===== config.mk =====
export PLATFORM = sky130hd
export DESIGN_NAME = core_exec_flat
export DESIGN_NICKNAME = d
export VERILOG_FILES = /design/src/rtl/core_exec_pkg.sv /design/src/rtl/core_exec_if.sv /design/src/rtl/core_exec_gpr.sv /design/src/rtl/core_exec.sv /design/src/flat_wrapper.sv
export SDC_FILE = /design/constraint.sdc
export NUM_CORES = 1
export LEC_CHECK = 0
export CAP_MARGIN = 10
export CORE_MARGIN = 5
export CORE_UTILIZATION = 55
export DETAILED_ROUTE_END_ITERATION = 12
export GPL_ROUTABILITY_DRIVEN = 0
export GPL_TIMING_DRIVEN = 0
export PLACE_DENSITY = 0.76
export SKIP_LAST_GASP = 1
export SYNTH_ARGS = -nofsm -noshare
export SYNTH_HDL_FRONTEND = slang
export SYNTH_SLANG_ARGS = --single-unit

===== constraint.sdc =====
create_clock -name clk -period 4.4 [get_ports clk]
set_input_delay 0.88 -clock clk [delete_from_list [all_inputs] [get_ports clk]]
set_output_delay 0.88 -clock clk [all_outputs]
set_load 0.1 [all_outputs]

===== src/rtl/core_exec_pkg.sv =====
// Shared definitions for the multi-cycle execution core: opcodes, flag bit
// positions, FSM state encoding and a register-index width helper.
package core_exec_pkg;

    localparam logic [3:0] OP_ADD  = 4'b0000;
    localparam logic [3:0] OP_ADC  = 4'b0001;
    localparam logic [3:0] OP_AND  = 4'b0010;
    localparam logic [3:0] OP_EOR  = 4'b0011;
    localparam logic [3:0] OP_SUBI = 4'b0101;
    localparam logic [3:0] OP_ORI  = 4'b0110;
    localparam logic [3:0] OP_ANDI = 4'b0111;
    localparam logic [3:0] OP_OR   = 4'b1000;
    localparam logic [3:0] OP_SUB  = 4'b1001;
    localparam logic [3:0] OP_MOV  = 4'b1011;
    localparam logic [3:0] OP_LDI  = 4'b1110;

    localparam int FLG_C = 3;
    localparam int FLG_Z = 2;
    localparam int FLG_V = 1;
    localparam int FLG_N = 0;

    typedef enum logic [1:0] {
        ST_FETCH = 2'd0,
        ST_EXEC  = 2'd1,
        ST_WB    = 2'd2
    } state_t;

    function automatic int idx_w(input int n);
        return (n > 1) ? $clog2(n) : 1;
    endfunction

endpackage


===== src/rtl/core_exec_if.sv =====
// Instruction handshake between an instruction source and the execution core.
interface core_exec_if;
    logic        inst_valid;
    logic [15:0] inst;
    logic        inst_ready;

    modport master (output inst_valid, inst, input inst_ready);
    modport slave  (input inst_valid, inst, output inst_ready);
endinterface


===== src/rtl/core_exec_gpr.sv =====
// General-purpose register file: two operand read ports, a debug read port and
// one synchronous write port. Out-of-range indices read 0 and never write.
module gpr_file import core_exec_pkg::*; #(
    parameter int DW   = 8,
    parameter int NREG = 4
) (
    input  logic          clk,
    input  logic          rst,
    input  logic [3:0]    ra_sel,
    input  logic [3:0]    rb_sel,
    input  logic [3:0]    dbg_sel,
    output logic [DW-1:0] ra_data,
    output logic [DW-1:0] rb_data,
    output logic [DW-1:0] dbg_data,
    input  logic          we,
    input  logic [3:0]    wsel,
    input  logic [DW-1:0] wdata
);
    localparam int         IW     = idx_w(NREG);
    localparam logic [4:0] NREG_L = 5'(NREG);

    logic [NREG-1:0][DW-1:0] regs;

    always_ff @(posedge clk) begin
        if (rst)
            regs <= '0;
        else if (we && ({1'b0, wsel} < NREG_L))
            regs[wsel[IW-1:0]] <= wdata;
    end

    assign ra_data  = ({1'b0, ra_sel}  < NREG_L) ? regs[ra_sel[IW-1:0]]  : '0;
    assign rb_data  = ({1'b0, rb_sel}  < NREG_L) ? regs[rb_sel[IW-1:0]]  : '0;
    assign dbg_data = ({1'b0, dbg_sel} < NREG_L) ? regs[dbg_sel[IW-1:0]] : '0;

endmodule


===== src/rtl/core_exec.sv =====
// Multi-cycle execution core: FETCH latches an instruction, EXEC computes the
// result and flags into holding registers, WB commits them and pulses retire.
module core_exec import core_exec_pkg::*; #(
    parameter int DW   = 8,
    parameter int NREG = 4
) (
    input  logic          clk,
    input  logic          rst,
    core_exec_if.slave    inst_if,
    output logic          retire,
    output logic          busy,
    output logic [3:0]    flags,
    input  logic [3:0]    dbg_sel,
    output logic [DW-1:0] dbg_data
);
    state_t        state, state_nxt;
    logic [15:0]   ir;
    logic [3:0]    op, rd, rr;
    logic [7:0]    k;
    logic [DW-1:0] a, b_reg, b, res, res_q;
    logic [DW:0]   sum;
    logic [3:0]    flg, flg_q;
    logic          wr, wr_q, upd_nz, cin;

    assign op = ir[15:12];
    assign rd = ir[7:4];
    assign rr = ir[3:0];
    assign k  = {ir[11:8], ir[3:0]};

    gpr_file #(.DW(DW), .NREG(NREG)) u_gpr (
        .clk      (clk),
        .rst      (rst),
        .ra_sel   (rd),
        .rb_sel   (rr),
        .dbg_sel  (dbg_sel),
        .ra_data  (a),
        .rb_data  (b_reg),
        .dbg_data (dbg_data),
        .we       ((state == ST_WB) && wr_q),
        .wsel     (rd),
        .wdata    (res_q)
    );

    always_ff @(posedge clk) begin
        if (rst) state <= ST_FETCH;
        else     state <= state_nxt;
    end

    // Reset abandons an in-flight instruction, so retire is masked by rst.
    always_comb begin
        state_nxt          = state;
        inst_if.inst_ready = 1'b0;
        retire             = 1'b0;
        busy               = 1'b0;
        unique case (state)
            ST_FETCH: begin
                inst_if.inst_ready = !rst;
                if (inst_if.inst_valid) state_nxt = ST_EXEC;
            end
            ST_EXEC: begin
                busy      = 1'b1;
                state_nxt = ST_WB;
            end
            ST_WB: begin
                busy      = 1'b1;
                retire    = !rst;
                state_nxt = ST_FETCH;
            end
            default: state_nxt = ST_FETCH;
        endcase
    end

    // ALU; immediates use zero-extended K in place of the rr operand.
    always_comb begin
        b      = (op inside {OP_SUBI, OP_ORI, OP_ANDI, OP_LDI}) ? DW'(k) : b_reg;
        cin    = (op == OP_ADC) && flags[FLG_C];
        res    = a;
        flg    = flags;
        wr     = 1'b1;
        upd_nz = 1'b1;
        sum    = '0;
        unique case (op)
            OP_ADD, OP_ADC: begin
                sum        = {1'b0, a} + {1'b0, b} + (DW+1)'(cin);
                res        = sum[DW-1:0];
                flg[FLG_C] = sum[DW];
                flg[FLG_V] = (a[DW-1] == b[DW-1]) && (res[DW-1] != a[DW-1]);
            end
            OP_SUB, OP_SUBI: begin
                sum        = {1'b0, a} - {1'b0, b};
                res        = sum[DW-1:0];
                flg[FLG_C] = sum[DW];
                flg[FLG_V] = (a[DW-1] != b[DW-1]) && (res[DW-1] != a[DW-1]);
            end
            OP_AND, OP_ANDI: begin
                res        = a & b;
                flg[FLG_V] = 1'b0;
            end
            OP_EOR: begin
                res        = a ^ b;
                flg[FLG_V] = 1'b0;
            end
            OP_OR, OP_ORI: begin
                res        = a | b;
                flg[FLG_V] = 1'b0;
            end
            OP_MOV, OP_LDI: begin
                res    = b;
                upd_nz = 1'b0;
            end
            default: begin
                wr     = 1'b0;
                upd_nz = 1'b0;
            end
        endcase
        if (upd_nz) begin
            flg[FLG_Z] = (res == '0);
            flg[FLG_N] = res[DW-1];
        end
    end

    always_ff @(posedge clk) begin
        if (rst) begin
            ir    <= '0;
            res_q <= '0;
            flg_q <= '0;
            wr_q  <= 1'b0;
            flags <= '0;
        end else begin
            if (state == ST_FETCH && inst_if.inst_valid) ir <= inst_if.inst;
            if (state == ST_EXEC) begin
                res_q <= res;
                flg_q <= flg;
                wr_q  <= wr;
            end
            if (state == ST_WB) flags <= flg_q;
        end
    end

endmodule


===== src/flat_wrapper.sv =====
// flat-port wrapper written by rule: the top's interface ports become plain ports
module core_exec_flat import core_exec_pkg::*;
#(
    parameter int DW   = 8,
    parameter int NREG = 4
)
  (clk, rst, retire, busy, flags, dbg_sel, dbg_data, inst_if_inst_valid, inst_if_inst, inst_if_inst_ready);
  core_exec_if inst_if_i ();
  input  logic clk;
  input  logic rst;
  output logic retire;
  output logic busy;
  output logic [3:0] flags;
  input  logic [3:0] dbg_sel;
  output logic [DW-1:0] dbg_data;
  input wire logic [$bits(inst_if_i.inst_valid)-1:0] inst_if_inst_valid;
  input wire logic [$bits(inst_if_i.inst)-1:0] inst_if_inst;
  output wire logic [$bits(inst_if_i.inst_ready)-1:0] inst_if_inst_ready;
  assign inst_if_i.inst_valid = inst_if_inst_valid;
  assign inst_if_i.inst = inst_if_inst;
  assign inst_if_inst_ready = inst_if_i.inst_ready;
  core_exec #(.DW(DW), .NREG(NREG)) u_core (.clk(clk), .rst(rst), .inst_if(inst_if_i), .retire(retire), .busy(busy), .flags(flags), .dbg_sel(dbg_sel), .dbg_data(dbg_data));
endmodule

Word-level counts from Yosys, hierarchy flattened
Cells that the tools add are included.
- order comparisons: 7
- mux-type cells: 25
- reduce and logical (&&, ||, !) cells: 21
- bitwise logic cells: 3
- equality and inequality tests: 17
- $add $sub $neg: 3
- operators with widths (cell ; number):
    two-way mux 8 bit ; 8
    binary-select mux 8 bit (select 2 bit) ; 3
    one-hot mux 8 bit (6 select lines) ; 1
    bitwise mux 32 bit ; 1
    demux 8 bit (select 2 bit) ; 1
    == test 4 bit, second input constant ; 4
    == test 4 x 3 -> 1 bit, second input constant ; 3
    < comparator 4 x 3 -> 1 bit, second input constant ; 3
    OR reduction 2 bit ; 6
    OR reduction 11 bit ; 1
    adder 8 x 8 -> 9 bit ; 1
    adder 9 x 1 -> 9 bit ; 1
    < comparator 2 x 3 -> 1 bit, second input constant ; 3
    OR reduction 9 bit ; 1
    subtractor 8 x 8 -> 9 bit ; 1
    bitwise AND 8 bit ; 1
    == test 4 x 2 -> 1 bit, second input constant ; 2
    logical NOT 8 bit ; 1
    bitwise OR 8 bit ; 1
    XOR 8 bit ; 1
    logical AND 1 bit ; 7
    two-way mux 1 bit ; 7
    OR reduction 5 bit ; 1
    == test 4 x 1 -> 1 bit, second input constant ; 1
    other kinds (14) ; 16
- register bits after elaboration: 67
- input port bits: 23
- output and inout port bits: 15
- logic and storage cells: 86

Longest topological paths before layout
- depth after elaboration: 9
- mapped depth: 16
- gate-level depth less buffers: 15

Hierarchy
From an unflattened synthesis, not the netlist that was laid out.
- cell total of the unflattened synthesis: 609
- area total of the unflattened synthesis: 5549.1 µm²
- by module, submodules not included (module ; instances ; cells an instance ; sequential area each (µm²) ; area an instance (µm²)):
    core_exec ; 1 ; 430 ; 700.7 ; 3343.2
    gpr_file ; 1 ; 179 ; 640.6 ; 2205.9

Least setup slack after synthesis
OpenSTA, ideal clock, no wires.
- path kind: input port to output port
- from: input dbg_sel[0]
- to: output dbg_data[0]
- arrival: 2.912 ns
- buffers on the path: 1
- cell stages on the path: 3
- required time: 3.520 ns
- setup slack: 0.608 ns
- cells stage by stage: clkbuf_1 > mux4_2 > nor2b_1
- word-level cells in the longest chain between the ends: 3
- elaborated cells between the ends (all ways): 4
- those cells by class: order compare: 1; mux: 3
- RTL lines (item ; RTL line ; text):
    start: declaration ; flat_wrapper.sv:14 ; input logic [3:0] dbg_sel;
    parallel branches: the longest is 2 deep, another holds < comparator 4 x 3 -> 1 bit ; - ;
    two-way mux 8 bit * ; core_exec_gpr.sv:33 ; assign dbg_data = ({1'b0, dbg_sel} < NREG_L) ? regs[dbg_sel[IW-1:0]] : '0;
    end: declaration ; flat_wrapper.sv:15 ; output logic [DW-1:0] dbg_data;
Mark *: on every way between the ends. The select of a mux whose other input is x is not followed.

Worst setup path after layout
- from: register u_core.ir[4]
- to: register u_core.flg_q[2]
- word-level cells in the longest chain between the ends: 8
- elaborated cells between the ends (all ways): 13
- those cells by class: add/sub: 3; order compare: 1; mux: 5; bitwise: 3; reduce/logical: 1
- RTL lines (item ; RTL line ; text):
    start: declaration ; core_exec.sv:17 ; logic [15:0] ir;
    start signal: assignment ; core_exec.sv:130 ; if (state == ST_FETCH && inst_if.inst_valid) ir <= inst_if.inst;
    parallel branches: the longest is 2 deep, another holds < comparator 4 x 3 -> 1 bit ; - ;
    two-way mux 8 bit * ; core_exec_gpr.sv:31 ; assign ra_data = ({1'b0, ra_sel} < NREG_L) ? regs[ra_sel[IW-1:0]] : '0;
    adder 8 x 8 -> 9 bit ; core_exec.sv:84 ; sum = {1'b0, a} + {1'b0, b} + (DW+1)'(cin);
    adder 9 x 1 -> 9 bit ; core_exec.sv:84 ;
    one-hot mux 8 bit (6 select lines) * ; core_exec.sv:82 ; unique case (op)
    logical NOT 8 bit * ; core_exec.sv:117 ; flg[FLG_Z] = (res == '0);
    two-way mux 1 bit * ; core_exec.sv:116 ; if (upd_nz) begin
    end signal: assignment ; core_exec.sv:133 ; flg_q <= flg;
    end: declaration ; core_exec.sv:22 ; logic [3:0] flg, flg_q;
Marked as above.
A chain may end at the register's enable or synchronous reset.

==> flow_summary.ini <==
[run_status]
status = completed

[floorplanning]
coreArea_um2 = 9153
initial_core_util_pct = 55.64
rows = 35
io-pin-count = 38
die_w_um = 106.2
chipHeight_um = 106.2
dieArea_um2 = 11280

[flow_run]
drv_cap = 0

[detailed_routing]
via_per_inst = 6.392
route.detailed.drc = 0
dr_total_vias = 4890
ant_nets = 0
dr.pass1.iters = 6
wl_per_cell_um = 19.90
drt_iter0_markers = 339
wirelength_um = 15220

[sta]
worst_pin_slew_ps = 977.3
slew_violations = 0
fin_skew_ps = 8.169
rsz0062_at_grt = no
finalHoldViolations = 0
setup_violations = 0
finalCritPeriodShare_pct = 95.20
max_freq_mhz = 238.7
fin_ws_ps = 211.2
period_needed_ps = 4189
tns_ps = 0
slew-limit-headroom_pct = 34.64

[setup_path]
start_kind = flip-flop
worstPathRequired_ps = 4690
path_max_fanout = 10
worst-setup-path-type = reg -> reg
critical_path_arrival_ps = 4480
cp-end-kind = flip-flop
reg2reg_slack_ps = 210

[final_layout]
drive_gt1_share_pct = 11.01
fin_util_pct = 63.73
syn2layout_area_growth_pct = 14.55
nets = 705
final_cells = 765
fillers = 784
antenna-diode-count = 0
design_area_um2 = 5833

[yosys]
synth-seq-cells = 67
synth-edff-count = 0
synth_warnings = 0
synth_top_area_share_pct = 26.34
synth_top_cells_by_area = dfxtp_1, mux4_2, mux2i_1
post-synth-top-area-cell = dfxtp_1
synth_nets = 660
avgSynthCellArea_um2 = 8.431
syn_area_um2 = 5092
synth_ff_type = dfxtp_1
async_reset_ff_share_pct = 0
seq_area_frac_synth_pct = 26.34
synth_cell_types = 75
synth_cells = 604

[cts]
htreeDepth = 3
cts.clk_slew.worst_paths_ps = 80
cts_buffer_depth = 2
cts_buffers = 9
cts_tree = yes
postCtsHoldBufs = 0
post_cts_buffers = 0
clock_sinks = 67
clockRootBuffer = clkbuf_8
clkLatencyLatePin_ps = 350
cts_resized = 0

[place]
port_buffers = 34
post_dp_cell_area_um2 = 5572
dp.final_hpwl_um = 11330
pre_cts_slack_ps = 200.1
dp_cells = 749

[min_path]
hold_class = reg -> reg

[grt]
grt-ovfl-total = 0
antenna_found_initial = 0
track_usage_pct = 27.19
grt_start_max_net_pins = 12
grt_pass1_vias = 4730
grt_pass1_wl_um = 24340

[power]
switching_share_pct = 32.56
p_comb_share_pct = 26.0
irDropWorstVdd_v = 0.0003023
seq_power_share_pct = 38.2
p_per_area_nw_per_um2 = 299.0
p_switching_w = 0.0005678
internal-power_w = 0.001176
p_leak_nw = 2.265
clkPwrFrac_pct = 35.9
path summary, 6_finish.rpt:
| check | end | start | depth (start not counted) |
|---|---|---|---|
| min | u_core.ir[6]$_SDFFE_PP0P_ | u_core.ir[6]$_SDFFE_PP0P_ | 2 |
| max reg2reg | u_core.flg_q[2]$_SDFFE_PP0N_ | u_core.ir[4]$_SDFFE_PP0P_ | 14 |
| min reg2reg | u_core.ir[6]$_SDFFE_PP0P_ | u_core.ir[6]$_SDFFE_PP0P_ | 2 |
| max | u_core.flg_q[2]$_SDFFE_PP0N_ | u_core.ir[4]$_SDFFE_PP0P_ | 14 |
flip-flops by register name, summed over array words and instances (netlist names):
signal	count
u_core.flg_q	4
u_core.ir	16
u_core.wr_q	1
u_core.res_q	8
u_core.u_gpr.regs	32
u_core.state	2
u_core.flags	4
power by group through the flow:
| stage | registers (W) | logic [W] | clock network (W) |
|---|---|---|---|
| CTS | 0.000664 | 0.000443 | 0.000625 |
| global route | 0.000668 | 0.000487 | 0.000659 |
| detailed placement | 0.000678 | 0.000441 | 0 |
| global placement | 0.000677 | 0.000431 | 0 |
| floorplan | 0.000673 | 0.000320 | 0 |
| finish | 0.000665 | 0.000453 | 0.000625 |
Yosys cell counts, types with 4 or more instances:
cell type,instances
nand2_1,69
nor2_1,69
dfxtp_1,67
a21oi_1,48
mux2i_1,39
clkbuf_1,30
ha_1,30
inv_1,29
mux4_2,23
o21ai_0,18
nor2b_1,16
buf_2,11
nand2b_1,11
nand3_1,10
and2_1,8
a22o_1,6
xnor2_1,6
a31oi_1,5
o22ai_1,5
or3_1,5
nor3_1,4
nor3b_1,4
o221ai_1,4
logic make-up (layout without fill, tap and decap cells):
group                      after synthesis  in the layout  share of synthesized area [%]
buffers and inverters                   79            129                          6.462
DFF                                     67             67                          26.34
adders and majority gates               33             33                          8.550
xor gates and xnor gates                 9              9                          1.548
muxes                                   62             62                          17.84
AOI/OAI and AO/OA                      139            139                          19.21
and+or+nand+nor                        215            215                          20.05
layer usage:
metal  vias up  routed length, um  global-route usage, %
met5         -                  0                      0
met4         0                671                  12.40
met3        53               1331                  5.161
met2       251               7331                  45.61
met1      2346               5888                  33.78
li1       2240                  -                      -
cells in the final DEF (no fill, tap or decap), types with 4 or more instances in the layout:
cell	count
clkdlybuf4s50_1	34
o21ai_0	18
inv_1	29
a21oi_1	48
nor2_1	69
buf_2	10
clkbuf_8	13
nor2b_1	16
a22o_1	6
nor3b_1	4
o221ai_1	4
xnor2_1	6
mux2i_1	39
ha_1	30
dfxtp_1	67
o22ai_1	4
mux4_2	23
nand2b_1	11
or3_1	5
nand3_1	10
a31oi_1	5
and2_1	8
clkbuf_1	29
nor3_1	4
nand2_1	69
metrics by stage:
| step | hold slack, ps | total power, W |
|---|---|---|
| 2_1_floorplan | 436.3 | 0.0009933 |
| 3_3_place_gp | 446.0 | 0.001108 |
| 3_5_place_dp | 466.0 | 0.001119 |
| 4_1_cts | 468.2 | 0.001733 |
| 5_1_grt | 494.8 | 0.001814 |
| 6_report | 466.9 | 0.001744 |
critical path, cell delays in order, from the launching register on:
cell and delay, ps:
dfxtp_1 490, clkbuf_4 310, mux4_2 560, and2_1 200
inv_1 160, ha_1 270, inv_1 70, fa_1 420
nor2b_1 170, o31ai_2 260, nand4bb_1 170, a31oi_1 130
o32a_1 350, a2111oi_2 340, a41o_1 230
area by class of cell:
| type | instances | area [um2] | share of cell area (%) |
|---|---|---|---|
| multi-input cells | 458 | 3433 | 58.86 |
| repair buffers | 34 | 340.3 | 5.834 |
| well taps | 111 | 138.9 | 2.381 |
| inverters | 31 | 116.4 | 1.995 |
| flip-flops and latches | 67 | 1341 | 22.99 |
| plain buffers | 48 | 216.5 | 3.711 |
| clock inverters | 3 | 67.56 | 1.158 |
| clock buffers | 13 | 178.9 | 3.067 |
(Power assumes the default switching activity.)
